<file path="src/rtl/tile_rom_responder_if.sv">
// rtl/tile_rom_responder_if.sv - tile-ROM fetch and SDRAM read port bundle
interface tile_rom_responder_if #(
    parameter int ADDR_W = 18,
    parameter int SDR_AW = 24
);
    logic              rom_req;
    logic [ADDR_W-1:0] rom_addr;
    logic [31:0]       rom_data;
    logic              rom_valid;
    logic              sdr_req;
    logic [SDR_AW-1:0] sdr_addr;
    logic              sdr_ack;
    logic [15:0]       sdr_data;

    // master: tile cache plus SDRAM controller; slave: the responder
    modport master (
        output rom_req, rom_addr, sdr_ack, sdr_data,
        input  rom_data, rom_valid, sdr_req, sdr_addr
    );

    modport slave (
        input  rom_req, rom_addr, sdr_ack, sdr_data,
        output rom_data, rom_valid, sdr_req, sdr_addr
    );
endinterface

</file>
<file path="src/rtl/tile_rom_responder.sv">
// rtl/tile_rom_responder.sv - 32-bit tile-ROM fetch served as two 16-bit SDRAM reads
module tile_rom_responder #(
    parameter int                ADDR_W = 18,
    parameter int                SDR_AW = 24,
    parameter logic [SDR_AW-1:0] BASE   = SDR_AW'(24'h000000)
) (
    input  logic clk,
    input  logic reset,
    tile_rom_responder_if.slave bus
);
    typedef enum logic [2:0] {IDLE, LO, GAP, HI, DONE} state_t;

    state_t            state, state_next;
    logic [ADDR_W-1:0] lat_addr, lat_addr_next;
    logic              last_ok, last_ok_next;
    logic              abort, abort_next;
    logic              valid_next;
    logic [31:0]       data_next;
    logic              sdr_req_c;
    logic [SDR_AW-1:0] sdr_addr_c;
    logic [SDR_AW-1:0] even_word, odd_word;
    logic              addr_match;

    assign addr_match = (bus.rom_addr == lat_addr);
    assign even_word  = BASE + SDR_AW'({lat_addr, 1'b0});
    assign odd_word   = even_word + SDR_AW'(1);

    always_comb begin
        state_next    = state;
        lat_addr_next = lat_addr;
        last_ok_next  = last_ok;
        abort_next    = abort;
        valid_next    = 1'b0;
        data_next     = bus.rom_data;
        sdr_req_c     = 1'b0;
        sdr_addr_c    = '0;

        // Requester walked away mid-fetch; the SDRAM reads still run to completion
        if ((state == LO || state == GAP || state == HI) && (!bus.rom_req || !addr_match))
            abort_next = 1'b1;

        case (state)
            IDLE: begin
                if (bus.rom_req) begin
                    if (!last_ok || !addr_match) begin
                        lat_addr_next = bus.rom_addr;
                        last_ok_next  = 1'b0;
                        abort_next    = 1'b0;
                        state_next    = LO;
                    end else begin
                        state_next = DONE;
                    end
                end
            end
            LO: begin
                sdr_req_c  = 1'b1;
                sdr_addr_c = even_word;
                if (bus.sdr_ack) begin
                    data_next[31:16] = bus.sdr_data;
                    state_next       = GAP;
                end
            end
            GAP: begin
                state_next = HI;
            end
            HI: begin
                sdr_req_c  = 1'b1;
                sdr_addr_c = odd_word;
                if (bus.sdr_ack) begin
                    data_next[15:0] = bus.sdr_data;
                    last_ok_next    = 1'b1;
                    valid_next      = !abort && bus.rom_req && addr_match;
                    state_next      = abort ? IDLE : DONE;
                end
            end
            DONE: begin
                valid_next = bus.rom_req && addr_match;
                if (!bus.rom_req || !addr_match)
                    state_next = IDLE;
            end
            default: begin
                state_next = IDLE;
            end
        endcase
    end

    always_ff @(posedge clk) begin
        if (reset) begin
            state         <= IDLE;
            lat_addr      <= '0;
            last_ok       <= 1'b0;
            abort         <= 1'b0;
            bus.rom_valid <= 1'b0;
            bus.rom_data  <= '0;
        end else begin
            state         <= state_next;
            lat_addr      <= lat_addr_next;
            last_ok       <= last_ok_next;
            abort         <= abort_next;
            bus.rom_valid <= valid_next;
            bus.rom_data  <= data_next;
        end
    end

    assign bus.sdr_req  = sdr_req_c;
    assign bus.sdr_addr = sdr_addr_c;
endmodule

</file>
<file path="src/flat_wrapper.sv">
// flat-port wrapper written by rule: the top's interface ports become plain ports
module tile_rom_responder_flat 
#(
    parameter int                ADDR_W = 18,
    parameter int                SDR_AW = 24,
    parameter logic [SDR_AW-1:0] BASE   = SDR_AW'(24'h000000)
)
  (clk, reset, bus_rom_req, bus_rom_addr, bus_sdr_ack, bus_sdr_data, bus_rom_data, bus_rom_valid, bus_sdr_req, bus_sdr_addr);
  tile_rom_responder_if #(.ADDR_W(ADDR_W), .SDR_AW(SDR_AW)) bus_i ();
  input  logic clk;
  input  logic reset;
  input wire logic [$bits(bus_i.rom_req)-1:0] bus_rom_req;
  input wire logic [$bits(bus_i.rom_addr)-1:0] bus_rom_addr;
  input wire logic [$bits(bus_i.sdr_ack)-1:0] bus_sdr_ack;
  input wire logic [$bits(bus_i.sdr_data)-1:0] bus_sdr_data;
  output wire logic [$bits(bus_i.rom_data)-1:0] bus_rom_data;
  output wire logic [$bits(bus_i.rom_valid)-1:0] bus_rom_valid;
  output wire logic [$bits(bus_i.sdr_req)-1:0] bus_sdr_req;
  output wire logic [$bits(bus_i.sdr_addr)-1:0] bus_sdr_addr;
  assign bus_i.rom_req = bus_rom_req;
  assign bus_i.rom_addr = bus_rom_addr;
  assign bus_i.sdr_ack = bus_sdr_ack;
  assign bus_i.sdr_data = bus_sdr_data;
  assign bus_rom_data = bus_i.rom_data;
  assign bus_rom_valid = bus_i.rom_valid;
  assign bus_sdr_req = bus_i.sdr_req;
  assign bus_sdr_addr = bus_i.sdr_addr;
  tile_rom_responder #(.ADDR_W(ADDR_W), .SDR_AW(SDR_AW), .BASE(BASE)) u_core (.clk(clk), .reset(reset), .bus(bus_i));
endmodule
</file>
<file path="config.mk">
export PLATFORM = sky130hd
export DESIGN_NAME = tile_rom_responder_flat
export DESIGN_NICKNAME = d
export VERILOG_FILES = /design/src/rtl/tile_rom_responder_if.sv /design/src/rtl/tile_rom_responder.sv /design/src/flat_wrapper.sv
export SDC_FILE = /design/constraint.sdc
export NUM_CORES = 1
export LEC_CHECK = 0
export BUFFER_PORTS_ARGS = -buffer_cell sky130_fd_sc_hd__buf_2
export CORE_UTILIZATION = 46
export CTS_BUF_LIST = sky130_fd_sc_hd__clkbuf_8
export DETAILED_ROUTE_END_ITERATION = 16
export PLACE_DENSITY = 0.78
export SKIP_CTS_REPAIR_TIMING = 1
export SLEW_MARGIN = 20
export SYNTH_ARGS = -nofsm -noshare
export SYNTH_HDL_FRONTEND = slang
export SYNTH_SLANG_ARGS = --single-unit
</file>
<file path="constraint.sdc">
create_clock -name clk -period 1.43 [get_ports clk]
set_input_delay 0.2145 -clock clk [delete_from_list [all_inputs] [get_ports clk]]
set_output_delay 0.2145 -clock clk [all_outputs]
set_load 0.02 [all_outputs]
</file>
# Word-level counts from Yosys, hierarchy flattened

Index checks and enable logic that the tools add are counted.

Memories kept: 0
ROM bits: 0
Latch bits: 0
Register bits: 56
Bits of input ports: 38
Output and inout port bits: 58
Logic and storage cells: 57
Bits in writable memories: 0

Multipliers: 0
Equality and inequality tests: 10
Div/mod/pow operators: 0
Mux-type cells: 19
Bitwise logic cells: 0
Add/sub/neg operators: 1
Reductions and logical operators: 20
Shift operators: 0
Magnitude comparators: 0

Operator list:

| cell                  | count |
|---|---|
| $pmux 24 s2           | 1 |
| $add 19x1->20 const B | 1 |
| $eq 18x18->1          | 1 |
| $mux 3                | 6 |
| $pmux 3 s5            | 1 |
| $mux 1                | 9 |
| $reduce_and 4->1      | 2 |
| $eq 3x2->1 const B    | 2 |
| $ne 2x2->1 const B    | 3 |
| $logic_and 1x1->1     | 4 |
| $logic_not 1->1       | 4 |
| $logic_or 1x1->1      | 4 |
| $ne 2x1->1 const B    | 2 |
| $pmux 1 s2            | 2 |
| $reduce_and 2->1      | 2 |
| $eq 3x1->1 const B    | 1 |
| $eq 3x3->1 const B    | 1 |
| $logic_not 3->1       | 1 |
| $reduce_and 3->1      | 1 |
| $reduce_bool 2->1     | 1 |
| $reduce_or 2->1       | 1 |

# Logic depth before layout (Yosys ltp)

Depth in word-level cells: 8
Depth in mapped cells: 7

# Least setup slack after synthesis

OpenSTA, ideal clock, no wires.

Path type: register -> register
Start point: register u_core.lat_addr[6]
End point: register u_core.abort
Setup slack: -0.036 ns
Arrival: 1.378 ns
Required time: 1.342 ns
Buffers on the path: 1
Cell stages (with the launch flop): 7
Cell sequence: dfxtp_1 xor2_1 nor4_1 and3_1 a21oi_2 buf_6 a311oi_2

Longest elaborated chain between the ends: 8
Elaborated cells between the ends (all ways): 9
Classes of those cells: eq/ne: 1; mux: 4; reduce/logical: 4

RTL lines:

| what                     | RTL line                                           | source |
|---|---|---|
| start: declaration       | tile_rom_responder.sv:14                           | `logic [ADDR_W-1:0] lat_addr, lat_addr_next;` |
| start signal: assignment | tile_rom_responder.sv:97                           | `lat_addr <= lat_addr_next;` |
| $eq 18x18->1 (*)         | tile_rom_responder.sv:24                           | `assign addr_match = (bus.rom_addr == lat_addr);` |
| $logic_not 1->1 (*)      | tile_rom_responder.sv:39, tile_rom_responder.sv:45 |  |
| $logic_or 1x1->1         | tile_rom_responder.sv:39                           | `if ((state == LO \|\| state == GAP \|\| state == HI) && (!bus.rom_req \|\| !addr_match))` |
| $logic_and 1x1->1        | tile_rom_responder.sv:39                           |  |
| $mux 1                   | tile_rom_responder.sv:39                           |  |
| $mux 1                   | tile_rom_responder.sv:45                           | `if (!last_ok \|\| !addr_match) begin` |
| $mux 1                   | tile_rom_responder.sv:44                           | `if (bus.rom_req) begin` |
| $mux 1 (*)               | tile_rom_responder.sv:42                           | `case (state)` |
| end signal: assignment   | tile_rom_responder.sv:99                           | `abort <= abort_next;` |
| end: declaration         | tile_rom_responder.sv:16                           | `logic abort, abort_next;` |

Mark *: on every way between the ends. The rest lies on a longest branch, timed or not.
A chain may end at the register's enable or synchronous reset.

# Final worst setup path

Start point: register u_core.lat_addr[11]
End point: register u_core.bus.rom_valid

Longest elaborated chain between the ends: 4
Elaborated cells between the ends (all ways): 5
Classes of those cells: eq/ne: 1; mux: 2; reduce/logical: 2

RTL lines:

| what                   | RTL line                    | source |
|---|---|---|
| $eq 18x18->1 (*)       | tile_rom_responder.sv:24    |  |
| $logic_and 1x1->1      | tile_rom_responder.sv:72    | `valid_next = !abort && bus.rom_req && addr_match;` |
| $mux 1                 | tile_rom_responder.sv:69    | `if (bus.sdr_ack) begin` |
| $pmux 1 s2 (*)         | tile_rom_responder.sv:42    |  |
| end signal: assignment | tile_rom_responder.sv:100   | `bus.rom_valid <= valid_next;` |
| end: declaration       | tile_rom_responder_if.sv:23 | `output rom_data, rom_valid, sdr_req, sdr_addr` |

Marked as above.

==> results.tsv <==
stage	metric	value	unit
job	# Max-Cap Violations	0	
logic_synthesis	sequential element share of the synthesized area	43.39	%
timing	PnR worst setup slack	-0.2409	ns
setup_path	cell at the slowest stage of the critical path	sky130_fd_sc_hd__nor4_4	
setup_path	Worst setup SP type	flop	
setup_path	Crit Reg-Reg Endpoint	u_core.bus.rom_valid$_SDFF_PP0_	
setup_path	data arrival at the endpoint of the critical path	1.93	ns
min_path	worst hold path cell count	3	
setup_path	Setup Crit Path Kind	flop to flop	
logic_synthesis	post-synth design cell area	2584	um^2
routing	Via density	5.010	
timing	number of failing setup endpoints in the final timing report	52	
final_layout	Util after Layout	73.79	%
logic_synthesis	portion of synthesized cell area occupied by the leading cell type	43.39	%
logic_synthesis	most used flip-flop cell after synthesis	sky130_fd_sc_hd__dfxtp_1	
timing	fmax	0.5985	GHz
global_route	grt ovf	0	
logic_synthesis	count of warnings emitted by yosys	0	
logic_synthesis	async set-or-reset flop fraction in the synthesized netlist	0	%
die	die width	76.95	um
outcome	status	complete, but fails checks	
power	worst supply voltage drop on vdd	0.8286	mV
setup_path	crit path capture type	flop	
logic_synthesis	number of distinct library cells after synthesis	37	
placement	final HPWL from detailed placement	4289	um
global_route	largest net degree at the start of global routing	27	
routing	Detailed Route Iter0 Violations	159	
logic_synthesis	#FFs+latches synth	56	
setup_path	launch point of the worst reg-to-reg path	u_core.lat_addr[11]$_SDFFE_PP0P_	
routing	vias	2445	
timing	share of the cycle needed by the critical path after routing	116.8	%
clock_network	clk root buf	sky130_fd_sc_hd__clkbuf_8	
min_path	hold endpoint	u_core.bus.rom_data[20]$_SDFFE_PP0P_	
routing	routed length per instance	15.33	um
setup_path	setup slack on the worst flop-to-flop path	-0.24	ns
die	Initial Util	49.03	%
final_layout	number of standard cells in the layout, taps in and fillers out	488	
timing	setup_tns	-7.412	ns
final_layout	number of inserted diodes	0	
clock_network	clock transition at the registers of the reported paths	0.10	ns
power	leakage component of the power	1.699	nW
logic_synthesis	most numerous cell in the Yosys netlist	sky130_fd_sc_hd__nand2_1	
final_layout	layout overhead on the synthesized area	50.51	%
routing	DRC violations left	0	
timing	unrepaired setup endpoints after global routing	yes	
logic_synthesis	synthesized area per cell	8.555	um^2
die	number of rows created at floorplan	26	
power	Pwr Density	880.3	nW/um^2
setup_path	cell depth of the worst flop-to-flop path	5	
timing	Layout Skew	0.002952	ns
die	die outline area	5921	um^2
global_route	via count of the first global-routing pass	2154	
setup_path	worst path cell trace	xnor2_1, nand4_1, nor4_4, and3_2, and4bb_2	
placement	input/output buffers	90	
setup_path	Crit path largest cell delay	0.36	ns
clock_network	clock insertion delay at the later pin of the skew report	0.31	ns
clock_network	clock tree from TritonCTS	built	
timing	Final Hold Violating Endpoints	0	
logic_synthesis	cell taking the most area after synthesis	sky130_fd_sc_hd__dfxtp_1	
final_layout	share of post-route cells with drive strength above 1	50.72	%
logic_synthesis	most frequent cells after synthesis	66 x sky130_fd_sc_hd__nand2_1, 56 x sky130_fd_sc_hd__dfxtp_1, 36 x sky130_fd_sc_hd__nand2b_1, 32 x sky130_fd_sc_hd__a21oi_1	
die	core area	5270	um^2
min_path	min-delay worst type	primary input to flop	
placement	number of placed instances with taps included	469	
clock_network	buffer depth of the longest clock path	2	
clock_network	H-tree level count	2	
min_path	startpoint of the tightest hold check path	bus_sdr_data[4]	
final_layout	number of nets in the finished design	455	
routing	DRT antenna net count	0	
setup_path	worst-path fanout max	3	
routing	routed wire length	7482	um
clock_network	Sinks on Clock Net	56	
outcome	violated checks	setup timing	
logic_synthesis	EDFF count, synth	0	
global_route	wire length of the first global-routing pass	9853	um
global_route	number of antenna violations at the first check in global routing	0	
timing	final number of max-transition violations	0	
routing	First-pass DRT Iterations	4	
global_route	aggregate global-route resource usage	20.68	%
die	vertical extent of the die	76.95	um
setup_path	worst path required time	1.69	ns
logic_synthesis	biggest area contributors in the synthesized netlist	sky130_fd_sc_hd__dfxtp_1 43%, sky130_fd_sc_hd__nand2_1 9.6%, sky130_fd_sc_hd__nand2b_1 8.7%	
timing	clock period minus worst slack	1.671	ns
clock_network	TritonCTS buffer count	5	
logic_synthesis	synthesized instance count	302	
die	I/O Pins	96	
placement	GPL Wtd Cong	0.7971	
sequential cells by signal, indices dropped and copies added, names as in the netlist:
signal,cells
u_core.lat_addr,18
u_core.abort,1
u_core.bus.rom_valid,1
u_core.bus.rom_data,32
u_core.last_ok,1
u_core.state,3
cells by family after synthesis:
group	count (synthesis)	share of synthesized area, %
and+or+nand+nor	142	28.77
DFF	56	43.39
AOI/OAI and AO/OA	41	9.008
other	1	0.1451
xor gates and xnor gates	19	6.441
buffers and inverters	25	5.278
muxes	18	6.973
placed cells by master, fill, tap and decap left out, types with 3 or more instances in the layout:
cell	count
sky130_fd_sc_hd__a21oi_1	11
sky130_fd_sc_hd__conb_1	5
sky130_fd_sc_hd__xor2_1	8
sky130_fd_sc_hd__buf_12	3
sky130_fd_sc_hd__buf_2	70
sky130_fd_sc_hd__dfxtp_2	3
sky130_fd_sc_hd__buf_6	26
sky130_fd_sc_hd__nand2_2	14
sky130_fd_sc_hd__nand2_1	49
sky130_fd_sc_hd__a21oi_2	21
sky130_fd_sc_hd__buf_4	25
sky130_fd_sc_hd__mux2i_1	18
sky130_fd_sc_hd__nand2b_1	36
sky130_fd_sc_hd__dfxtp_1	51
sky130_fd_sc_hd__xnor2_1	8
sky130_fd_sc_hd__and2_4	19
sky130_fd_sc_hd__clkbuf_8	5
sky130_fd_sc_hd__nand2_4	3
report_power, final:
part | leakage (nW) | internal, mW | total, mW | switching [mW]
clock network | 0.0455 | 0.343 | 0.882 | 0.539
logic | 1.19 | 0.412 | 0.843 | 0.431
registers | 0.458 | 1.64 | 1.70 | 0.0624
total | 1.70 | 2.39 | 3.42 | 1.03
area by class of cell:
class | count | area [um^2]
Clock buffer | 5 | 68.82
Tap cell | 70 | 87.58
Fill cell | 391 | 1381
Clock inverter | 3 | 20.02
Multi-Input combinational cell | 226 | 1620
Sequential cell | 56 | 1132
Timing Repair Buffer | 127 | 955.9
Inverter | 1 | 3.754
worst max path at each step:
stage,startpoint,to,depth (start not counted)
floorplan,u_core.lat_addr[14]$_SDFFE_PP0P_,u_core.state[0]$_SDFFE_PP0P_,5
detailed placement,bus_rom_addr[6],u_core.state[0]$_SDFFE_PP0P_,6
CTS,u_core.state[0]$_SDFFE_PP0P_,bus_sdr_addr[16],4
global placement,bus_rom_addr[6],u_core.state[0]$_SDFFE_PP0P_,6
finish,u_core.lat_addr[11]$_SDFFE_PP0P_,u_core.bus.rom_valid$_SDFF_PP0_,5
global route,u_core.lat_addr[11]$_SDFFE_PP0P_,u_core.abort$_SDFF_PP0_,6
critical path, delay by kind of cell, from the launching register on:
| kind | cells | cell delay [ns] |
|---|---|---|
| XOR/XNOR | 1 | 0.20 |
| AND/OR/NAND/NOR | 4 | 1.09 |
| flip-flops | 1 | 0.34 |
per-layer routing:
layer  wire (um)  track usage [%]
met1        3288            26.77
met2        3708            33.66
met3         329            3.929
met4         155            8.269
met5           0                0
per-stage QoR:
stage          power (mW)  area, um^2  setup slack, ns  hold WS [ns]
3_3_place_gp        2.332        3238          -0.1217        0.4392
5_1_grt             3.559        3889          -0.3484        0.1340
4_1_cts             3.203        3327          -0.2483        0.1395
6_report            3.423        3889          -0.2409        0.1432
3_5_place_dp        2.345        3238          -0.2060        0.4437
2_1_floorplan       2.104        2605          0.01410        0.3336
(Power assumes the default switching activity.)
